===== config.mk =====
export PLATFORM = sky130hd
export DESIGN_NAME = seg_scan_controller_flat
export DESIGN_NICKNAME = d
export VERILOG_FILES = /design/src/rtl/seg_pkg.sv /design/src/rtl/seg_scan_controller_if.sv /design/src/rtl/hex_to_seg7.sv /design/src/rtl/seg_scan_controller.sv /design/src/flat_wrapper.sv
export SDC_FILE = /design/constraint.sdc
export NUM_CORES = 1
export LEC_CHECK = 0
export ABC_AREA = 0
export BUFFER_PORTS_ARGS = -buffer_cell sky130_fd_sc_hd__buf_2
export CORE_MARGIN = 4
export CORE_UTILIZATION = 31
export DETAILED_ROUTE_END_ITERATION = 8
export SLEW_MARGIN = 25
export SYNTH_ARGS = -nofsm -noshare
export SYNTH_HDL_FRONTEND = slang
export SYNTH_SLANG_ARGS = --single-unit

===== constraint.sdc =====
create_clock -name clk -period 5.7 [get_ports clk]
set_clock_uncertainty 0.15 [all_clocks]
set_input_delay 0.57 -clock clk [delete_from_list [all_inputs] [get_ports clk]]
set_output_delay 0.57 -clock clk [all_outputs]
set_load 0.01 [all_outputs]

===== src/rtl/seg_pkg.sv =====
// Shared constants and types for the seven-segment scan controller:
// active-low segment patterns {a,b,c,d,e,f,g,dp}, ASCII codes, and scan FSM states.
package seg_pkg;

  localparam logic [7:0] SS_0     = 8'h03;
  localparam logic [7:0] SS_1     = 8'h9F;
  localparam logic [7:0] SS_2     = 8'h25;
  localparam logic [7:0] SS_3     = 8'h0D;
  localparam logic [7:0] SS_4     = 8'h99;
  localparam logic [7:0] SS_5     = 8'h49;
  localparam logic [7:0] SS_6     = 8'h41;
  localparam logic [7:0] SS_7     = 8'h1F;
  localparam logic [7:0] SS_8     = 8'h01;
  localparam logic [7:0] SS_9     = 8'h09;
  localparam logic [7:0] SS_A     = 8'h11;
  localparam logic [7:0] SS_B     = 8'hC1;
  localparam logic [7:0] SS_C     = 8'h63;
  localparam logic [7:0] SS_D     = 8'h85;
  localparam logic [7:0] SS_E     = 8'h61;
  localparam logic [7:0] SS_F     = 8'h71;
  localparam logic [7:0] SS_BLANK = 8'hFF;

  localparam logic [7:0] ASCII_0  = 8'h30;
  localparam logic [7:0] ASCII_9  = 8'h39;
  localparam logic [7:0] ASCII_A  = 8'h41;
  localparam logic [7:0] ASCII_F  = 8'h46;
  localparam logic [7:0] ASCII_a  = 8'h61;
  localparam logic [7:0] ASCII_f  = 8'h66;
  localparam logic [7:0] ASCII_CR = 8'h0D;

  typedef enum logic {
    ST_GAP = 1'b0,
    ST_ON  = 1'b1
  } scan_state_e;

  typedef struct packed {
    logic       valid;
    logic [3:0] nib;
  } slot_t;

endpackage


===== src/rtl/seg_scan_controller_if.sv =====
// UART-byte input and display-pin output bundle for seg_scan_controller.
// data_valid is a single-cycle strobe with no back-pressure: the byte is taken on every clk edge where it is high.
interface seg_scan_controller_if;
  import seg_pkg::*;

  logic [7:0]  ascii_data;
  logic        data_valid;
  logic [7:0]  seven_segment_data;
  logic [3:0]  seven_segment_enable;
  logic        char_err;
  scan_state_e dbg_state;

  modport master (
    output ascii_data, data_valid,
    input  seven_segment_data, seven_segment_enable, char_err, dbg_state
  );

  modport slave (
    input  ascii_data, data_valid,
    output seven_segment_data, seven_segment_enable, char_err, dbg_state
  );

endinterface


===== src/rtl/hex_to_seg7.sv =====
// Combinational nibble to active-low seven-segment pattern (dp always off).
module hex_to_seg7
  import seg_pkg::*;
(
  input  logic [3:0] i_nib,
  output logic [7:0] o_seg
);

  always_comb begin
    o_seg = SS_BLANK;
    case (i_nib)
      4'h0: o_seg = SS_0;
      4'h1: o_seg = SS_1;
      4'h2: o_seg = SS_2;
      4'h3: o_seg = SS_3;
      4'h4: o_seg = SS_4;
      4'h5: o_seg = SS_5;
      4'h6: o_seg = SS_6;
      4'h7: o_seg = SS_7;
      4'h8: o_seg = SS_8;
      4'h9: o_seg = SS_9;
      4'hA: o_seg = SS_A;
      4'hB: o_seg = SS_B;
      4'hC: o_seg = SS_C;
      4'hD: o_seg = SS_D;
      4'hE: o_seg = SS_E;
      4'hF: o_seg = SS_F;
      default: o_seg = SS_BLANK;
    endcase
  end

endmodule


===== src/rtl/seg_scan_controller.sv =====
// Buffers the last four received hex characters and scans them onto a 4-digit
// common-anode display, one digit at a time with an optional all-off gap between digits.
module seg_scan_controller
  import seg_pkg::*;
#(
  parameter int DIGIT_CYCLES = 100000,
  parameter int GAP_CYCLES   = 1000
) (
  input  logic                  clk,
  input  logic                  rst_n,
  seg_scan_controller_if.slave  bus
);

  localparam int MAX_CYCLES = (DIGIT_CYCLES > GAP_CYCLES) ? DIGIT_CYCLES : GAP_CYCLES;
  localparam int CW         = $clog2(MAX_CYCLES + 1);
  localparam logic [CW-1:0] DIGIT_LAST = CW'(DIGIT_CYCLES - 1);
  localparam logic [CW-1:0] GAP_LAST   = CW'((GAP_CYCLES > 0) ? GAP_CYCLES - 1 : 0);
  // With no gap configured the scan starts directly in ON so GAP is never visited.
  localparam scan_state_e   RST_STATE  = (GAP_CYCLES > 0) ? ST_GAP : ST_ON;
  localparam scan_state_e   AFTER_ON   = (GAP_CYCLES > 0) ? ST_GAP : ST_ON;

  slot_t       r_buf [4];
  logic        r_char_err;
  scan_state_e r_state;
  scan_state_e w_state_nxt;
  logic [CW-1:0] r_cnt;
  logic [CW-1:0] w_cnt_nxt;
  logic [1:0]  r_idx;
  logic [1:0]  w_idx_nxt;
  logic [7:0]  r_data;
  logic [3:0]  r_en;

  logic        w_is_hex;
  logic        w_is_cr;
  logic [3:0]  w_nib;
  slot_t       w_sel;
  logic [7:0]  w_seg;
  logic [7:0]  w_data_nxt;
  logic [3:0]  w_en_nxt;

  // Letters share low-nibble 1..6 in both cases, so +9 maps them to 10..15.
  always_comb begin
    w_is_hex = 1'b0;
    w_nib    = 4'd0;
    w_is_cr  = (bus.ascii_data == ASCII_CR);
    if (bus.ascii_data >= ASCII_0 && bus.ascii_data <= ASCII_9) begin
      w_is_hex = 1'b1;
      w_nib    = bus.ascii_data[3:0];
    end else if ((bus.ascii_data >= ASCII_A && bus.ascii_data <= ASCII_F) ||
                 (bus.ascii_data >= ASCII_a && bus.ascii_data <= ASCII_f)) begin
      w_is_hex = 1'b1;
      w_nib    = bus.ascii_data[3:0] + 4'd9;
    end
  end

  always_ff @(posedge clk or negedge rst_n) begin
    if (!rst_n) begin
      for (int i = 0; i < 4; i++) r_buf[i] <= '0;
      r_char_err <= 1'b0;
    end else begin
      r_char_err <= bus.data_valid && !w_is_hex && !w_is_cr;
      if (bus.data_valid && w_is_hex) begin
        r_buf[3] <= r_buf[2];
        r_buf[2] <= r_buf[1];
        r_buf[1] <= r_buf[0];
        r_buf[0] <= '{valid: 1'b1, nib: w_nib};
      end else if (bus.data_valid && w_is_cr) begin
        for (int i = 0; i < 4; i++) r_buf[i] <= '0;
      end
    end
  end

  always_ff @(posedge clk or negedge rst_n) begin
    if (!rst_n) begin
      r_state <= RST_STATE;
      r_cnt   <= '0;
      r_idx   <= 2'd0;
    end else begin
      r_state <= w_state_nxt;
      r_cnt   <= w_cnt_nxt;
      r_idx   <= w_idx_nxt;
    end
  end

  always_comb begin
    w_state_nxt = r_state;
    w_cnt_nxt   = r_cnt + 1'b1;
    w_idx_nxt   = r_idx;
    case (r_state)
      ST_GAP: begin
        if (r_cnt == GAP_LAST) begin
          w_state_nxt = ST_ON;
          w_cnt_nxt   = '0;
        end
      end
      ST_ON: begin
        if (r_cnt == DIGIT_LAST) begin
          w_state_nxt = AFTER_ON;
          w_cnt_nxt   = '0;
          w_idx_nxt   = r_idx + 2'd1;
        end
      end
      default: begin
        w_state_nxt = RST_STATE;
        w_cnt_nxt   = '0;
      end
    endcase
  end

  assign w_sel = r_buf[r_idx];

  hex_to_seg7 u_dec (
    .i_nib (w_sel.nib),
    .o_seg (w_seg)
  );

  always_comb begin
    w_data_nxt = SS_BLANK;
    w_en_nxt   = 4'b1111;
    if (r_state == ST_ON && w_sel.valid) begin
      w_data_nxt = w_seg;
      w_en_nxt   = ~(4'b0001 << r_idx);
    end
  end

  always_ff @(posedge clk or negedge rst_n) begin
    if (!rst_n) begin
      r_data <= SS_BLANK;
      r_en   <= 4'b1111;
    end else begin
      r_data <= w_data_nxt;
      r_en   <= w_en_nxt;
    end
  end

  assign bus.seven_segment_data   = r_data;
  assign bus.seven_segment_enable = r_en;
  assign bus.char_err             = r_char_err;
  assign bus.dbg_state            = r_state;

endmodule


===== src/flat_wrapper.sv =====
// flat-port wrapper written by rule: the top's interface ports become plain ports
module seg_scan_controller_flat import seg_pkg::*;
#(
  parameter int DIGIT_CYCLES = 100000,
  parameter int GAP_CYCLES   = 1000
)
  (clk, rst_n, bus_ascii_data, bus_data_valid, bus_seven_segment_data, bus_seven_segment_enable, bus_char_err, bus_dbg_state);
  seg_scan_controller_if bus_i ();
  input  logic clk;
  input  logic rst_n;
  input wire logic [$bits(bus_i.ascii_data)-1:0] bus_ascii_data;
  input wire logic [$bits(bus_i.data_valid)-1:0] bus_data_valid;
  output wire logic [$bits(bus_i.seven_segment_data)-1:0] bus_seven_segment_data;
  output wire logic [$bits(bus_i.seven_segment_enable)-1:0] bus_seven_segment_enable;
  output wire logic [$bits(bus_i.char_err)-1:0] bus_char_err;
  output wire logic [$bits(bus_i.dbg_state)-1:0] bus_dbg_state;
  assign bus_i.ascii_data = bus_ascii_data;
  assign bus_i.data_valid = bus_data_valid;
  assign bus_seven_segment_data = bus_i.seven_segment_data;
  assign bus_seven_segment_enable = bus_i.seven_segment_enable;
  assign bus_char_err = bus_i.char_err;
  assign bus_dbg_state = bus_i.dbg_state;
  seg_scan_controller #(.DIGIT_CYCLES(DIGIT_CYCLES), .GAP_CYCLES(GAP_CYCLES)) u_core (.clk(clk), .rst_n(rst_n), .bus(bus_i));
endmodule

==> results.yml <==
setup_path:
  slowest_stage: "sky130_fd_sc_hd__o21a_1"
  arrival_ns: 2.52
  critPathRequiredTime_ns: 5.79
  rr_startpoint: "u_core.r_idx[0]$_DFFE_PN0P_"
  crit_end_element: "flop"
  critical_path.reg2reg.endpoint: "u_core.bus.seven_segment_data[4]$_DFF_PN1_"
  crit_type: "in -> reg"
  regToRegSetupSlack_ns: 3.31
  crit_chain: "buf_2, inv_1, ha_1, or3b_1, nand4b_1, a31oi_1, o21a_1, a22o_2"
  ff2ff_path_depth: 7
  critical_path.max_fanout: 20
  timing.critical_path.slowest_cell_delay_ns: 0.66
  cp-start-kind: "input pin"
clock_tree:
  cts_tree: "done"
  cts_hold_buffers: 0
  ctsRootBufferMaster: "sky130_fd_sc_hd__clkbuf_8"
  cts.sink_count: 52
  clkTransAtPathRegs_ns: 0.09
  cts_buffers: 5
  postCtsSetupBuffers: 0
  cts-root-to-sink-buffers: 2
  clk_latency_ns: 0.30
  cts.htree.levels: 2
  postcts_resize_cnt: 0
power:
  leakage_uw: 0.00127
  peakVddDrop_mv: 0.119
  powerDensity_mw_per_mm2: 285
logic_synthesis:
  synth_ff_type: "sky130_fd_sc_hd__dfrtp_1"
  seq_area_frac_synth: 0.499
  mappedNetlistArea_mm2: 0.00264
  syn_nets: 252
  ys_warn_count: 0
  synth.area.top_cells: "sky130_fd_sc_hd__dfrtp_1 39%, sky130_fd_sc_hd__dfstp_2 11%, sky130_fd_sc_hd__ha_1 7.1%"
  synthesis.instances: 226
  post_synth.cell_area_avg_um2: 11.7
  synth.top_cell.area_share: 0.389
  ys_types: 48
  synth_top_area_cell: "sky130_fd_sc_hd__dfrtp_1"
  synth.ff_latch_count: 52
  synth_enable_flop_cells: 0
  share_of_synthesized_flip_flops_with_an_asynchronous_set_or_reset: 1.00
grt:
  overflow: 0
  grtUsageTotal: 0.100
  maximum_number_of_pins_on_one_net_before_global_route_repair: 53
  wire_length_of_the_first_global_routing_pass_um: 8260
  initial_antenna_violation_count: 0
  number_of_global_route_vias_before_repair: 1739
place:
  globalplace.congestion: 0.823
  post-place-ws_ns: 2.96
  placement.io_buffers: 23
  dp_hpwl_um: 3220
sta:
  report.final.hold_viol_count: 0
  timing.setup.tns_ns: 0
  timing.hold.ws_ns: 0.138
  min_period_ns: 2.42
  final.setup.worst_slack_ns: 3.28
  finalSetupViolations: 0
  clock.fmax_mhz: 413
  unrepaired_setup_endpoints_after_global_routing: "false"
  maxSlewHeadroom: 0.503
  max_slew.worst_pin.slew_ns: 0.745
  finalMaxSlewViolations: 0
  ratio_of_final_minimum_period_to_clock_period: 0.425
floorplanning:
  die_width_um: 100
  die_h_um: 100
  placementRows: 33
  core_mm2: 0.00826
  io_pins: 25
  start_util: 0.319
  die_area_mm2: 0.0100
cells_and_area:
  antenna_cell_count: 0
  area_growth_syn_to_layout_pct: 12.3
  drive_above_1_share: 0.265
  finalNetCount: 274
drt:
  dr.first_iter.drc_count: 98
  routed-via-count: 1718
  average_vias_per_placed_instance: 4.85
  drt-wirelength-per-cell_um: 13.1
  residual_drc: 0
  drt_pass_1_iters: 4
  postRouteAntennaNets: 0
  detail_route.wirelength_um: 4630
status:
  status: "finished, final reports clean"
worst_hold_path:
  timing.hold.worst.class: "in -> async"
job:
  max_cap_violations: 0
layout by cell type (no fill, tap or decap), types with 5 or more instances in the layout:
master / Yosys / routed
sky130_fd_sc_hd__dfrtp_1: 41 / 41
sky130_fd_sc_hd__buf_2: 4 / 22
sky130_fd_sc_hd__nand2_1: 18 / 18
sky130_fd_sc_hd__nor2_1: 15 / 15
sky130_fd_sc_hd__ha_1: 15 / 15
sky130_fd_sc_hd__a22o_2: 14 / 14
sky130_fd_sc_hd__inv_1: 11 / 11
sky130_fd_sc_hd__dfstp_2: 11 / 11
sky130_fd_sc_hd__xnor2_1: 9 / 9
sky130_fd_sc_hd__nand3_1: 8 / 8
sky130_fd_sc_hd__xor2_1: 8 / 8
sky130_fd_sc_hd__mux4_2: 5 / 5
sky130_fd_sc_hd__a22o_1: 5 / 5
sky130_fd_sc_hd__clkbuf_8: 0 / 5
kinds of logic (layout without fill, tap and decap cells):
logic type,after synthesis,after routing,share of synthesized area
AND/OR/NAND/NOR,71,71,0.145
flip-flops,52,52,0.499
AO/OA/AOI/OAI,42,42,0.135
buffers and inverters,19,42,0.0332
XOR/XNOR,17,17,0.0565
adder cells (fa/ha/maj),15,15,0.0712
multiplexers,9,9,0.0589
other,1,1,0.00142
per-layer routing:
layer	wire, um	vias up	track usage
met5	0	-	0
met4	77	0	0.0342
li1	-	853	-
met2	1980	46	0.152
met1	2350	812	0.141
met3	229	7	0.0250
cell usage after synthesis (4+ instances only):
master and count:
sky130_fd_sc_hd__dfrtp_1 41, sky130_fd_sc_hd__nand2_1 18, sky130_fd_sc_hd__ha_1 15, sky130_fd_sc_hd__nor2_1 15, sky130_fd_sc_hd__a22o_2 14, sky130_fd_sc_hd__dfstp_2 11, sky130_fd_sc_hd__inv_1 11, sky130_fd_sc_hd__xnor2_1 9
sky130_fd_sc_hd__nand3_1 8, sky130_fd_sc_hd__xor2_1 8, sky130_fd_sc_hd__a22o_1 5, sky130_fd_sc_hd__mux4_2 5, sky130_fd_sc_hd__a21oi_1 4, sky130_fd_sc_hd__buf_2 4, sky130_fd_sc_hd__o21ai_0 4, sky130_fd_sc_hd__o221ai_1 4
worst max path at each step:
| stage | cells past startpoint | startpoint | endpoint |
|---|---|---|---|
| after global placement | 8 | bus_ascii_data[0] | u_core.r_buf[3]$_DFFE_PN0P_ |
| after floorplan | 8 | bus_ascii_data[0] | u_core.r_buf[10]$_DFFE_PN0P_ |
| after CTS | 8 | bus_ascii_data[0] | u_core.r_buf[14]$_DFFE_PN0P_ |
| after detailed placement | 8 | bus_ascii_data[0] | u_core.r_buf[8]$_DFFE_PN0P_ |
| after global routing | 8 | bus_ascii_data[0] | u_core.r_buf[14]$_DFFE_PN0P_ |
| final | 8 | bus_ascii_data[0] | u_core.r_buf[14]$_DFFE_PN0P_ |
power breakdown:
| part | internal, uW | switching [uW] |
|---|---|---|
| Clock | 140 | 120 |
| Sequential | 407 | 30.3 |
| Combinational | 75.1 | 71.2 |
| Total | 622 | 222 |
stage by stage:
| step | instance area (um2) | util | power, uW | std cells |
|---|---|---|---|---|
| 2_1_floorplan | 2640 | - | 548 | 226 |
| 3_3_place_gp | 2840 | 0.343 | 585 | 346 |
| 3_5_place_dp | 2840 | 0.344 | 589 | 346 |
| 4_1_cts | 2960 | 0.358 | 854 | 354 |
| 5_1_grt | 2960 | 0.358 | 893 | 354 |
| 6_report | 2960 | 0.358 | 844 | 354 |
state kept, by name (all words and copies together), names as in the netlist:
register                         cells
u_core.r_cnt                        17
u_core.r_buf                        20
u_core.r_idx                         2
u_core.bus.char_err                  1
u_core.bus.seven_segment_data        7
u_core.bus.dbg_state                 1
u_core.bus.seven_segment_enable      4
worst max-delay path: cells and delay by family:
family          cells  cell delay [ns]
compound gates      3             1.26
simple gates        2             0.25
buf+inv             2             0.22
fa+ha+maj           1             0.21
layout make-up:
type                            count  area, um2
Inverter                           11       41.3
Multi-Input combinational cell    155       1230
Timing Repair Buffer               23        118
Tap cell                          105        131
Fill cell                         826       5300
Clock buffer                        8        123
Sequential cell                    52       1320
(Power assumes the default switching activity.)
